**config.mk**
```make
export PLATFORM = sky130hd
export DESIGN_NAME = ring_nic_flat
export DESIGN_NICKNAME = d
export VERILOG_FILES = /design/src/rtl/ring_nic_pkg.sv /design/src/rtl/ring_nic_if.sv /design/src/rtl/ring_nic_chan_buf.sv /design/src/rtl/ring_nic.sv /design/src/flat_wrapper.sv
export SDC_FILE = /design/constraint.sdc
export NUM_CORES = 1
export LEC_CHECK = 0
export BUFFER_PORTS_ARGS = -buffer_cell sky130_fd_sc_hd__buf_2
export CORE_UTILIZATION = 49
export DETAILED_ROUTE_END_ITERATION = 8
export PLACE_DENSITY_LB_ADDON = 0.3
export SETUP_SLACK_MARGIN = 0.1
export SYNTH_ARGS = -nofsm -noshare
export SYNTH_HDL_FRONTEND = slang
export SYNTH_HIERARCHICAL = 1
export SYNTH_SLANG_ARGS = --single-unit
```
**constraint.sdc**
```tcl
create_clock -name clk -period 3.1 [get_ports clk]
set_input_delay 0.62 -clock clk [delete_from_list [all_inputs] [get_ports clk]]
set_output_delay 0.62 -clock clk [all_outputs]
set_load 0.03 [all_outputs]
```
**src/rtl/ring_nic_pkg.sv**
```systemverilog
// Shared constants for the ring NIC register map and output queue depth.
// Build option: define RING_NIC_OUTQ2_EN for a 2-entry output FIFO.
package ring_nic_pkg;

    localparam int PKT_W  = 64;
    localparam int VC_BIT = 0;

    typedef enum logic [1:0] {
        NIC_IN_BUF   = 2'b00,
        NIC_IN_STAT  = 2'b01,
        NIC_OUT_BUF  = 2'b10,
        NIC_OUT_STAT = 2'b11
    } nic_reg_e;

`ifdef RING_NIC_OUTQ2_EN
    localparam int OUT_DEPTH = 2;
`else
    localparam int OUT_DEPTH = 1;
`endif

    // Status words carry their flag in the last (least significant) bit.
    function automatic logic [0:PKT_W-1] status_word(input logic flag);
        return {{(PKT_W-1){1'b0}}, flag};
    endfunction

endpackage

```
**src/rtl/ring_nic_if.sv**
```systemverilog
// Core-side register bus and router-side send/ready channel of one ring NIC.
interface ring_nic_if #(
    parameter int PKT_W  = 64,
    parameter int ADDR_W = 2
);
    logic [0:ADDR_W-1] addr;
    logic [0:PKT_W-1]  d_in;
    logic [0:PKT_W-1]  d_out;
    logic              nicEn;
    logic              nicWrEn;
    logic              net_si;
    logic              net_ri;
    logic [0:PKT_W-1]  net_di;
    logic              net_so;
    logic              net_ro;
    logic [0:PKT_W-1]  net_do;
    logic              net_polarity;

    modport master (
        output addr, d_in, nicEn, nicWrEn, net_si, net_di, net_ro, net_polarity,
        input  d_out, net_ri, net_so, net_do
    );

    modport slave (
        input  addr, d_in, nicEn, nicWrEn, net_si, net_di, net_ro, net_polarity,
        output d_out, net_ri, net_so, net_do
    );
endinterface

```
**src/rtl/ring_nic_chan_buf.sv**
```systemverilog
// One-entry packet register with a full flag; a load takes priority over a consume.
module nic_chan_buf #(
    parameter int W = 64
) (
    input  logic         clk,
    input  logic         reset,
    input  logic         load,
    input  logic [0:W-1] load_data,
    input  logic         consume,
    output logic [0:W-1] data,
    output logic         full
);
    logic [0:W-1] data_reg;
    logic         full_reg;

    always_ff @(posedge clk) begin
        if (reset) begin
            data_reg <= '0;
            full_reg <= 1'b0;
        end else if (load) begin
            data_reg <= load_data;
            full_reg <= 1'b1;
        end else if (consume) begin
            full_reg <= 1'b0;
        end
    end

    assign data = data_reg;
    assign full = full_reg;
endmodule

```
**src/rtl/ring_nic.sv**
```systemverilog
// Ring NIC top: register decode, combinational read mux and router handshake gating.
// Build option: RING_NIC_OUTQ2_EN turns the output buffer into a 2-entry FIFO.
module ring_nic
    import ring_nic_pkg::*;
#(
    parameter int PKT_W  = ring_nic_pkg::PKT_W,
    parameter int ADDR_W = 2
) (
    input  logic       clk,
    input  logic       reset,
    ring_nic_if.slave  nic
);
    nic_reg_e         reg_sel;
    logic             rd_en;
    logic             wr_en;
    logic             in_load;
    logic             in_consume;
    logic             in_full;
    logic [0:PKT_W-1] in_data;
    logic             out_full;
    logic             wr_ok;
    logic             send;
    logic [0:PKT_W-1] rd_data;

    logic [0:PKT_W-1] slot_data      [OUT_DEPTH];
    logic [0:PKT_W-1] slot_load_data [OUT_DEPTH];
    logic             slot_full      [OUT_DEPTH];
    logic             slot_load      [OUT_DEPTH];
    logic             slot_consume   [OUT_DEPTH];

    assign reg_sel = nic_reg_e'(nic.addr[ADDR_W-2 +: 2]);
    assign rd_en   = nic.nicEn & ~nic.nicWrEn;
    assign wr_en   = nic.nicEn & nic.nicWrEn;

    // Input channel: a core read of the buffer frees it on the following edge.
    assign in_load    = nic.net_si & ~in_full;
    assign in_consume = rd_en & (reg_sel == NIC_IN_BUF) & in_full;
    assign nic.net_ri = ~in_full;

    nic_chan_buf #(.W(PKT_W)) u_in_buf (
        .clk       (clk),
        .reset     (reset),
        .load      (in_load),
        .load_data (nic.net_di),
        .consume   (in_consume),
        .data      (in_data),
        .full      (in_full)
    );

    // Output channel: full is sampled before the edge, so a write racing a send is dropped when full.
    assign wr_ok      = wr_en & (reg_sel == NIC_OUT_BUF) & ~out_full;
    assign send       = slot_full[0] & nic.net_ro & (slot_data[0][VC_BIT] == nic.net_polarity);
    assign nic.net_so = send;
    assign nic.net_do = slot_data[0];

    always_comb begin
        for (int i = 0; i < OUT_DEPTH; i++) begin
            slot_load[i]      = 1'b0;
            slot_load_data[i] = nic.d_in;
            slot_consume[i]   = 1'b0;
        end
`ifdef RING_NIC_OUTQ2_EN
        out_full = slot_full[0] & slot_full[1];
        // Head refills from the tail when it advances, else takes the new write.
        slot_load[0]      = (wr_ok & (~slot_full[0] | send)) | (send & slot_full[1]);
        slot_load_data[0] = slot_full[1] ? slot_data[1] : nic.d_in;
        slot_consume[0]   = send;
        slot_load[1]      = wr_ok & slot_full[0] & ~send;
        slot_consume[1]   = send;
`else
        out_full          = slot_full[0];
        slot_load[0]      = wr_ok;
        slot_consume[0]   = send;
`endif
    end

    genvar gi;
    generate
        for (gi = 0; gi < OUT_DEPTH; gi++) begin : g_out_slot
            nic_chan_buf #(.W(PKT_W)) u_slot (
                .clk       (clk),
                .reset     (reset),
                .load      (slot_load[gi]),
                .load_data (slot_load_data[gi]),
                .consume   (slot_consume[gi]),
                .data      (slot_data[gi]),
                .full      (slot_full[gi])
            );
        end
    endgenerate

    always_comb begin
        rd_data = '0;
        if (nic.nicEn) begin
            case (reg_sel)
                NIC_IN_BUF:   rd_data = in_data;
                NIC_IN_STAT:  rd_data = status_word(in_full);
                NIC_OUT_BUF:  rd_data = '0;
                NIC_OUT_STAT: rd_data = status_word(out_full);
                default:      rd_data = '0;
            endcase
        end
    end

    assign nic.d_out = rd_data;
endmodule
```
**src/flat_wrapper.sv**
```systemverilog
// flat-port wrapper written by rule: the top's interface ports become plain ports
module ring_nic_flat import ring_nic_pkg::*;
#(
    parameter int PKT_W  = ring_nic_pkg::PKT_W,
    parameter int ADDR_W = 2
)
  (clk, reset, nic_addr, nic_d_in, nic_nicEn, nic_nicWrEn, nic_net_si, nic_net_di, nic_net_ro, nic_net_polarity, nic_d_out, nic_net_ri, nic_net_so, nic_net_do);
  ring_nic_if #(.PKT_W(PKT_W), .ADDR_W(ADDR_W)) nic_i ();
  input  logic clk;
  input  logic reset;
  input wire logic [$bits(nic_i.addr)-1:0] nic_addr;
  input wire logic [$bits(nic_i.d_in)-1:0] nic_d_in;
  input wire logic [$bits(nic_i.nicEn)-1:0] nic_nicEn;
  input wire logic [$bits(nic_i.nicWrEn)-1:0] nic_nicWrEn;
  input wire logic [$bits(nic_i.net_si)-1:0] nic_net_si;
  input wire logic [$bits(nic_i.net_di)-1:0] nic_net_di;
  input wire logic [$bits(nic_i.net_ro)-1:0] nic_net_ro;
  input wire logic [$bits(nic_i.net_polarity)-1:0] nic_net_polarity;
  output wire logic [$bits(nic_i.d_out)-1:0] nic_d_out;
  output wire logic [$bits(nic_i.net_ri)-1:0] nic_net_ri;
  output wire logic [$bits(nic_i.net_so)-1:0] nic_net_so;
  output wire logic [$bits(nic_i.net_do)-1:0] nic_net_do;
  assign nic_i.addr = nic_addr;
  assign nic_i.d_in = nic_d_in;
  assign nic_i.nicEn = nic_nicEn;
  assign nic_i.nicWrEn = nic_nicWrEn;
  assign nic_i.net_si = nic_net_si;
  assign nic_i.net_di = nic_net_di;
  assign nic_i.net_ro = nic_net_ro;
  assign nic_i.net_polarity = nic_net_polarity;
  assign nic_d_out = nic_i.d_out;
  assign nic_net_ri = nic_i.net_ri;
  assign nic_net_so = nic_i.net_so;
  assign nic_net_do = nic_i.net_do;
  ring_nic #(.PKT_W(PKT_W), .ADDR_W(ADDR_W)) u_core (.clk(clk), .reset(reset), .nic(nic_i));
endmodule
```
---- Yosys cells after proc, flatten, opt, wreduce, memory -nomap -nowiden ----
Index checks and enable logic that the tools add are counted.
cells by class
  bitwise gates (word level) .............. 12
  mux-type cells .......................... 6
  reduce and logical (&&, ||, !) cells .... 3
  eq/ne operators ......................... 4
operators with widths
  cell                                                             number
  64-bit case mux with 4 select lines                              1
  64-bit two-way mux                                               1
  1-bit bitwise AND                                                9
  2-bit == test, second input constant                             2
  1-bit two-way mux                                                4
  2-bit nonzero test                                               2
  1-bit NOT                                                        3
  2-bit by 1-bit == test with 1-bit output, second input constant  1
  2-bit zero test                                                  1
  1-bit == test                                                    1
storage, ports and cells
  flip-flop bits (word level) ............. 130
  bits of input ports ..................... 137
  word-level logic and storage cells ...... 29
  output and inout port bits .............. 130

---- Logic depth before layout (Yosys ltp) ----
Gate-level depths: netlist of run 1.
  word-level depth ........................ 6
  mapped depth ............................ 6
  gate-level depth less buffers ........... 4

---- Hierarchy ----
The synthesis of run 1 kept the hierarchy.
by module, submodules not included
  module        area an instance (µm²)  instances  cells an instance  sequential area each (µm²)
  nic_chan_buf  2344.7                  2          210                1301.2
  ring_nic      586.8                   1          80                 0.0

---- Least setup slack after synthesis of run 1 ----
No wires, ideal clock.
  path kind ............................... input-to-output
  start ................................... in nic_addr[1]
  end ..................................... out nic_d_out[1]
  path buffers ............................ 1
  setup slack ............................. 1.061 ns
  arrival ................................. 1.419 ns
  data required time ...................... 2.480 ns
  stages on the path ...................... 3
  cell sequence ........................... nor3b_4 clkbuf_2 and2_1
on the way
  word-level cells in the longest chain between the ends .. 3
  elaborated cells between the ends (all ways) .. 6
  classes of those cells .................. eq/ne: 3; mux: 2; reduce/logical: 1
RTL lines
  what                                     RTL line            text
  start, declared                          flat_wrapper.sv:11  input wire logic [$bits(nic_i.addr)-1:0] nic_addr;
  2-bit == test (tied with other cells)    ring_nic.sv:95      case (reg_sel)
  64-bit case mux with 4 select lines (*)  ring_nic.sv:95
  64-bit two-way mux (*)                   ring_nic.sv:94      if (nic.nicEn) begin
  end, declared                            flat_wrapper.sv:19  output wire logic [$bits(nic_i.d_out)-1:0] nic_d_out;
Every way passes the cells marked *; elsewhere a longest branch is shown, timed or not.

---- Worst setup path after layout of run 1 ----
  start ................................... in nic_addr[1]
  end ..................................... out nic_d_out[50]
Same word-level chain as after synthesis.

==> results of run 1 <==
==> cell families after synthesis <==
logic type | share of synthesized area, %
mux | 24.5
buf+inv | 6.38
xor+xnor | 0.166
simple gates | 19.1
compound gates | 0.569
flops | 49.3
==> layout by cell type, fill, tap and decap left out, drive strengths merged <==
| cell | count |
|---|---|
| a21bo | 1 |
| a21oi | 2 |
| and2 | 63 |
| and3 | 1 |
| buf | 272 |
| bufinv | 4 |
| clkbuf | 21 |
| clkinv | 4 |
| clkinvlp | 2 |
| dfxtp | 130 |
| inv | 3 |
| mux2 | 1 |
| mux2i | 128 |
| nand2b | 2 |
| nand3b | 1 |
| nor2 | 128 |
| nor2b | 1 |
| nor3b | 3 |
| o211a | 1 |
| xnor2 | 1 |
==> metal layers <==
metal | up-vias | wire length (um) | track usage [%]
met1 | 1923 | 4840 | 23.5
met2 | 180 | 6350 | 39.0
met4 | 0 | 199 | 8.63
met3 | 16 | 1030 | 9.15
li1 | 2141 | - | -
met5 | - | 0 | 0
==> layout make-up <==
class,count,area (um2),share of cell area [%]
Multi-Input combinational cell,333,2350,32.9
Timing Repair Buffer,272,1420,19.8
Clock buffer,21,439,6.14
Inverter,3,11.3,0.158
Clock inverter,10,159,2.22
Tap cell,136,170,2.38
Sequential cell,130,2600,36.4
==> final timing paths <==
kind,to,slack [ns],start
worst max-delay path,nic_d_out[50],0.75,nic_addr[1]
worst min-delay path,u_core/g_out_slot[0].u_slot/data[45]$_SDFFE_PP0P_,0.35,nic_d_in[18]
worst max register to register,u_core/g_out_slot[0].u_slot/data[29]$_SDFFE_PP0P_,1.58,u_core/g_out_slot[0].u_slot/full$_SDFFE_PP0P_
worst min register to register,u_core/u_in_buf/data[55]$_SDFFE_PP0P_,0.48,u_core/u_in_buf/data[55]$_SDFFE_PP0P_
==> critical path, stage by stage <==
cell     delay [ns]
buf_2          0.13
nor3b_4        0.33
buf_12         0.25
and2_2         0.18
buf_2          0.19
==> per-stage QoR <==
step                      cells  utilization (%)  setup slack, ns  total power (uW)
after floorplan             500                -             1.06              2100
after global placement      874             63.2            0.757              2220
after detailed placement    874             63.2            0.724              2230
after CTS                   905             68.9            0.716              4250
after global routing        905             68.9            0.634              4380
final                       905             68.9            0.747              4200
==> report_power, final <==
group          switching (uW)  internal, uW  leakage, uW
logic                     226           188      0.00221
clock network             684          1320     0.000288
registers                35.2          1750      0.00106
total                     946          3250      0.00356
==> flow_metrics.py, run 1 <==
metrics = {
    "synthesis": {
        "synth_most_common_cell": "dfxtp_1",
        "synth_area_um2": 5280,
        "async_flop_share_pct": 0,
        "ys_types": 25,
        "synth_edf_count": 0,
        "yosysTopAreaCellShare_pct": 49.3,
        "netlist_instances": 500,
        "synth_nets": 637,
        "ys_ff_latch": 130,
        "yosysWarnings": 6,
        "synth_top_flop_cell": "dfxtp_1",
        "synth_common_cells": "dfxtp_1 (130), mux2i_1 (128), nor2_1 (128), and2_2 (52), and2_1 (11)",
        "synthTopCellsByArea": "dfxtp_1 (49%), mux2i_1 (24%), nor2_1 (9.1%)",
        "synth_area_per_cell_um2": 10.6,
        "synth_area_leader_cell": "dfxtp_1",
        "ys_seq_area_share_pct": 49.3,
    },
    "layout": {
        "drive_above_1_share_pct": 46.7,
        "fillCellCount": 828,
        "syn_to_final_growth_pct": 35.5,
        "fin_nets": 894,
        "stdcell_area_um2": 7150,
        "diodes": 0,
    },
    "timing": {
        "drv_slew": 0,
        "setup_viol": 0,
        "hold_slack_ns": 0.350,
        "rsz0062_at_grt": "false",
        "finalCritPeriodShare_pct": 75.9,
        "max_freq_ghz": 0.425,
        "hold_violations": 0,
        "slew_headroom_pct": 58.9,
        "tns_ns": 0,
        "min_period_ns": 2.35,
        "tightest_slew_ns": 0.617,
        "worst_clock_skew_ns": 0.0118,
    },
    "run_status": {
        "status": "finished, final reports clean",
    },
    "route": {
        "first_pass_iters": 4,
        "ant_nets": 0,
        "drt-total-wl_um": 12400,
        "drc_errors": 0,
        "vias": 4260,
        "viasPerCell": 4.71,
        "wire_per_inst_um": 13.7,
        "drt_iter0_markers": 125,
    },
    "critical_path": {
        "reg2regPathDepth": 4,
        "path_class": "primary input to output port",
        "cp.arrival_ns": 1.73,
        "crit_required_ns": 2.48,
        "end_kind": "output port",
        "crit_path_start_kind": "primary input",
        "cp_max_fo": 58,
    },
    "clock_tree": {
        "cts_buffers": 17,
        "tritoncts": "built",
        "clock_latency_ns": 0.50,
        "cts_resized": 0,
        "cts_sinks": 130,
        "cts-root-buf": "clkbuf_8",
        "cts.clk_slew.worst_paths_ns": 0.06,
        "postCtsSetupBuffers": 0,
        "clk_path_buf_depth": 2,
        "holdBufCountCts": 0,
        "htree_num_levels": 4,
    },
    "grt": {
        "antenna_found_initial": 0,
        "track_usage_pct": 22.2,
        "grt.overflow.total": 0,
        "grt_max_degree": 77,
        "grt_pass1_wl_um": 19300,
        "grt_pass1_vias": 4149,
    },
    "power": {
        "power.density_nw_per_um2": 587,
        "peakVddDrop_mv": 0.377,
        "p_leak_uw": 0.00356,
    },
    "floorplanning": {
        "die_h_um": 106,
        "io_pins": 267,
        "num_rows": 37,
        "dieArea_um2": 11200,
        "initial_core_util_pct": 50.9,
        "core_area_um2": 10400,
        "dieWidth_um": 106,
    },
    "placed_design": {
        "gp_congestion": 0.792,
        "placed_area_um2": 6550,
        "dpl.hpwl_um": 9080,
        "numPortBuffers": 266,
    },
    "flow_run": {
        "maxCapViolations": 0,
    },
    "hold_path": {
        "hp-class": "primary input to flop",
        "hold_depth": 3,
    },
}
No activity file was read; power rests on OpenSTA's default activity.
==> run 2, diff against run 1 <==
Settings changed: CORE_UTILIZATION 49 to 46.
Clock period 3.1 ns to 2.2 ns, I/O delays scaled along.
==> flow_metrics.py, run 2 (synthesis results as in run 1) <==
metrics = {
    "timing": {
        "hold_violations": 0,
        "max_freq_ghz": 0.518,
        "min_period_ns": 1.93,
        "finalCritPeriodShare_pct": 87.7,
        "slew_headroom_pct": 62.2,
        "tns_ns": 0,
        "final.setup.worst_slack_ns": 0.270,
        "hold_slack_ns": 0.272,
        "setup_viol": 0,
        "tightest_slew_ns": 0.567,
        "rsz0062_at_grt": "false",
        "drv_slew": 0,
        "worst_clock_skew_ns": 0.00471,
    },
    "layout": {
        "drive_above_1_share_pct": 47.2,
        "stdcell_area_um2": 7190,
        "final_cell_mix": "buf_2 (265), dfxtp_1 (130), mux2i_1 (128), nor2_1 (128), and2_2 (52)",
        "layout_commonest_cell": "buf_2",
        "fin_nets": 895,
        "diodes": 0,
        "syn_to_final_growth_pct": 36.2,
    },
    "floorplanning": {
        "io_pins": 267,
        "initial_core_util_pct": 47.8,
        "dieWidth_um": 109,
        "die_h_um": 109,
        "num_rows": 38,
        "dieArea_um2": 11900,
        "core_area_um2": 11000,
    },
    "route": {
        "wire_per_inst_um": 14.1,
        "drt-total-wl_um": 12900,
        "first_pass_iters": 5,
        "ant_nets": 0,
        "drt_iter0_markers": 173,
        "viasPerCell": 4.69,
        "drc_errors": 0,
        "vias": 4269,
    },
    "clock_tree": {
        "cts-root-buf": "clkbuf_16",
        "htree_num_levels": 4,
        "cts_sinks": 130,
        "clock_latency_ns": 0.40,
        "cts.clk_slew.worst_paths_ns": 0.06,
        "clk_path_buf_depth": 2,
        "cts_resized": 0,
        "cts_buffers": 17,
        "holdBufCountCts": 0,
        "postCtsSetupBuffers": 0,
        "tritoncts": "built",
    },
    "critical_path": {
        "r2r_end": "u_core/g_out_slot[0].u_slot/data[63]$_SDFFE_PP0P_",
        "r2r_start": "u_core/g_out_slot[0].u_slot/full$_SDFFE_PP0P_",
        "path_class": "primary input to output port",
        "crit_start": "nic_addr[1]",
        "critical-path-slowest-cell": "buf_4",
        "endpoint": "nic_d_out[28]",
        "cp_max_fo": 42,
        "path_depth": 5,
        "cp_num_buf_inv": 3,
        "path_cells": "buf_2 > nor3b_4 > buf_4 > and2_2 > buf_2",
        "ff2ff_setup_slack_ns": 0.69,
        "end_kind": "output port",
        "crit_path_start_kind": "primary input",
        "crit_required_ns": 1.76,
        "path_common_cell": "buf_2",
        "crit_path_max_incr_delay_ns": 0.32,
        "cp.arrival_ns": 1.49,
        "reg2regPathDepth": 4,
        "critPathTopFamily": "buffers and inverters",
    },
    "grt": {
        "grt.overflow.total": 0,
        "track_usage_pct": 21.4,
        "grt_pass1_wl_um": 19200,
        "grt_pass1_vias": 4028,
        "grt_max_degree": 66,
        "antenna_found_initial": 1,
    },
    "placed_design": {
        "dpl.hpwl_um": 9430,
        "place_ws_ns": 0.269,
        "numPortBuffers": 266,
        "placed_area_um2": 6580,
        "gp_congestion": 0.774,
    },
    "power": {
        "power.density_nw_per_um2": 829,
        "p_leak_uw": 0.00357,
        "peakVddDrop_mv": 0.482,
    },
    "flow_run": {
        "maxCapViolations": 0,
    },
    "hold_path": {
        "hp-class": "primary input to flop",
    },
    "run_status": {
        "status": "finished, final reports clean",
    },
}
## run 2: power breakdown
group | internal [uW] | switching [uW]
Clock | 1840 | 1020
Sequential | 2460 | 52.2
Combinational | 270 | 321
Total | 4570 | 1390
## run 2: area by class of cell
class	count	area, um2
Clock buffer	19	453
Clock inverter	13	160
Fill cell	918	3840
Inverter	3	11.3
Multi-Input combinational cell	333	2350
Sequential cell	130	2600
Tap cell	140	175
Timing Repair Buffer	273	1440
## run 2: worst min path at each step
stage                                                   endpoint  depth (start not counted)                                  start  slack [ns]
4_1_cts        u_core/g_out_slot[0].u_slot/data[13]$_SDFFE_PP0P_                          3                           nic_d_in[50]        0.25
6_report       u_core/g_out_slot[0].u_slot/data[44]$_SDFFE_PP0P_                          3                           nic_d_in[19]        0.27
3_3_place_gp               u_core/u_in_buf/data[30]$_SDFFE_PP0P_                          2  u_core/u_in_buf/data[30]$_SDFFE_PP0P_        0.46
2_1_floorplan               u_core/u_in_buf/data[0]$_SDFFE_PP0P_                          2   u_core/u_in_buf/data[0]$_SDFFE_PP0P_        0.45
5_1_grt        u_core/g_out_slot[0].u_slot/data[44]$_SDFFE_PP0P_                          3                           nic_d_in[19]        0.26
3_5_place_dp               u_core/u_in_buf/data[35]$_SDFFE_PP0P_                          2  u_core/u_in_buf/data[35]$_SDFFE_PP0P_        0.47
## run 2: through the flow
stage          util (%)  instances  power (uW)
2_1_floorplan         -        500        2960
3_3_place_gp       59.6        879        3130
3_5_place_dp       59.6        879        3160
4_1_cts            65.2        911        6030
5_1_grt            65.2        911        6190
6_report           65.2        911        5960
## run 2: worst min-delay path, stage by stage
cell and delay, ns:
buf_2 0.07, mux2i_1 0.05, nor2_1 0.07
## run 2: per-layer routing
metal | global-route usage [%] | vias up | wire [um]
li1 | - | 2145 | -
met1 | 22.1 | 1940 | 5010
met2 | 38.7 | 176 | 6610
met3 | 7.83 | 8 | 1090
met4 | 8.49 | 0 | 143
met5 | 0 | - | 0
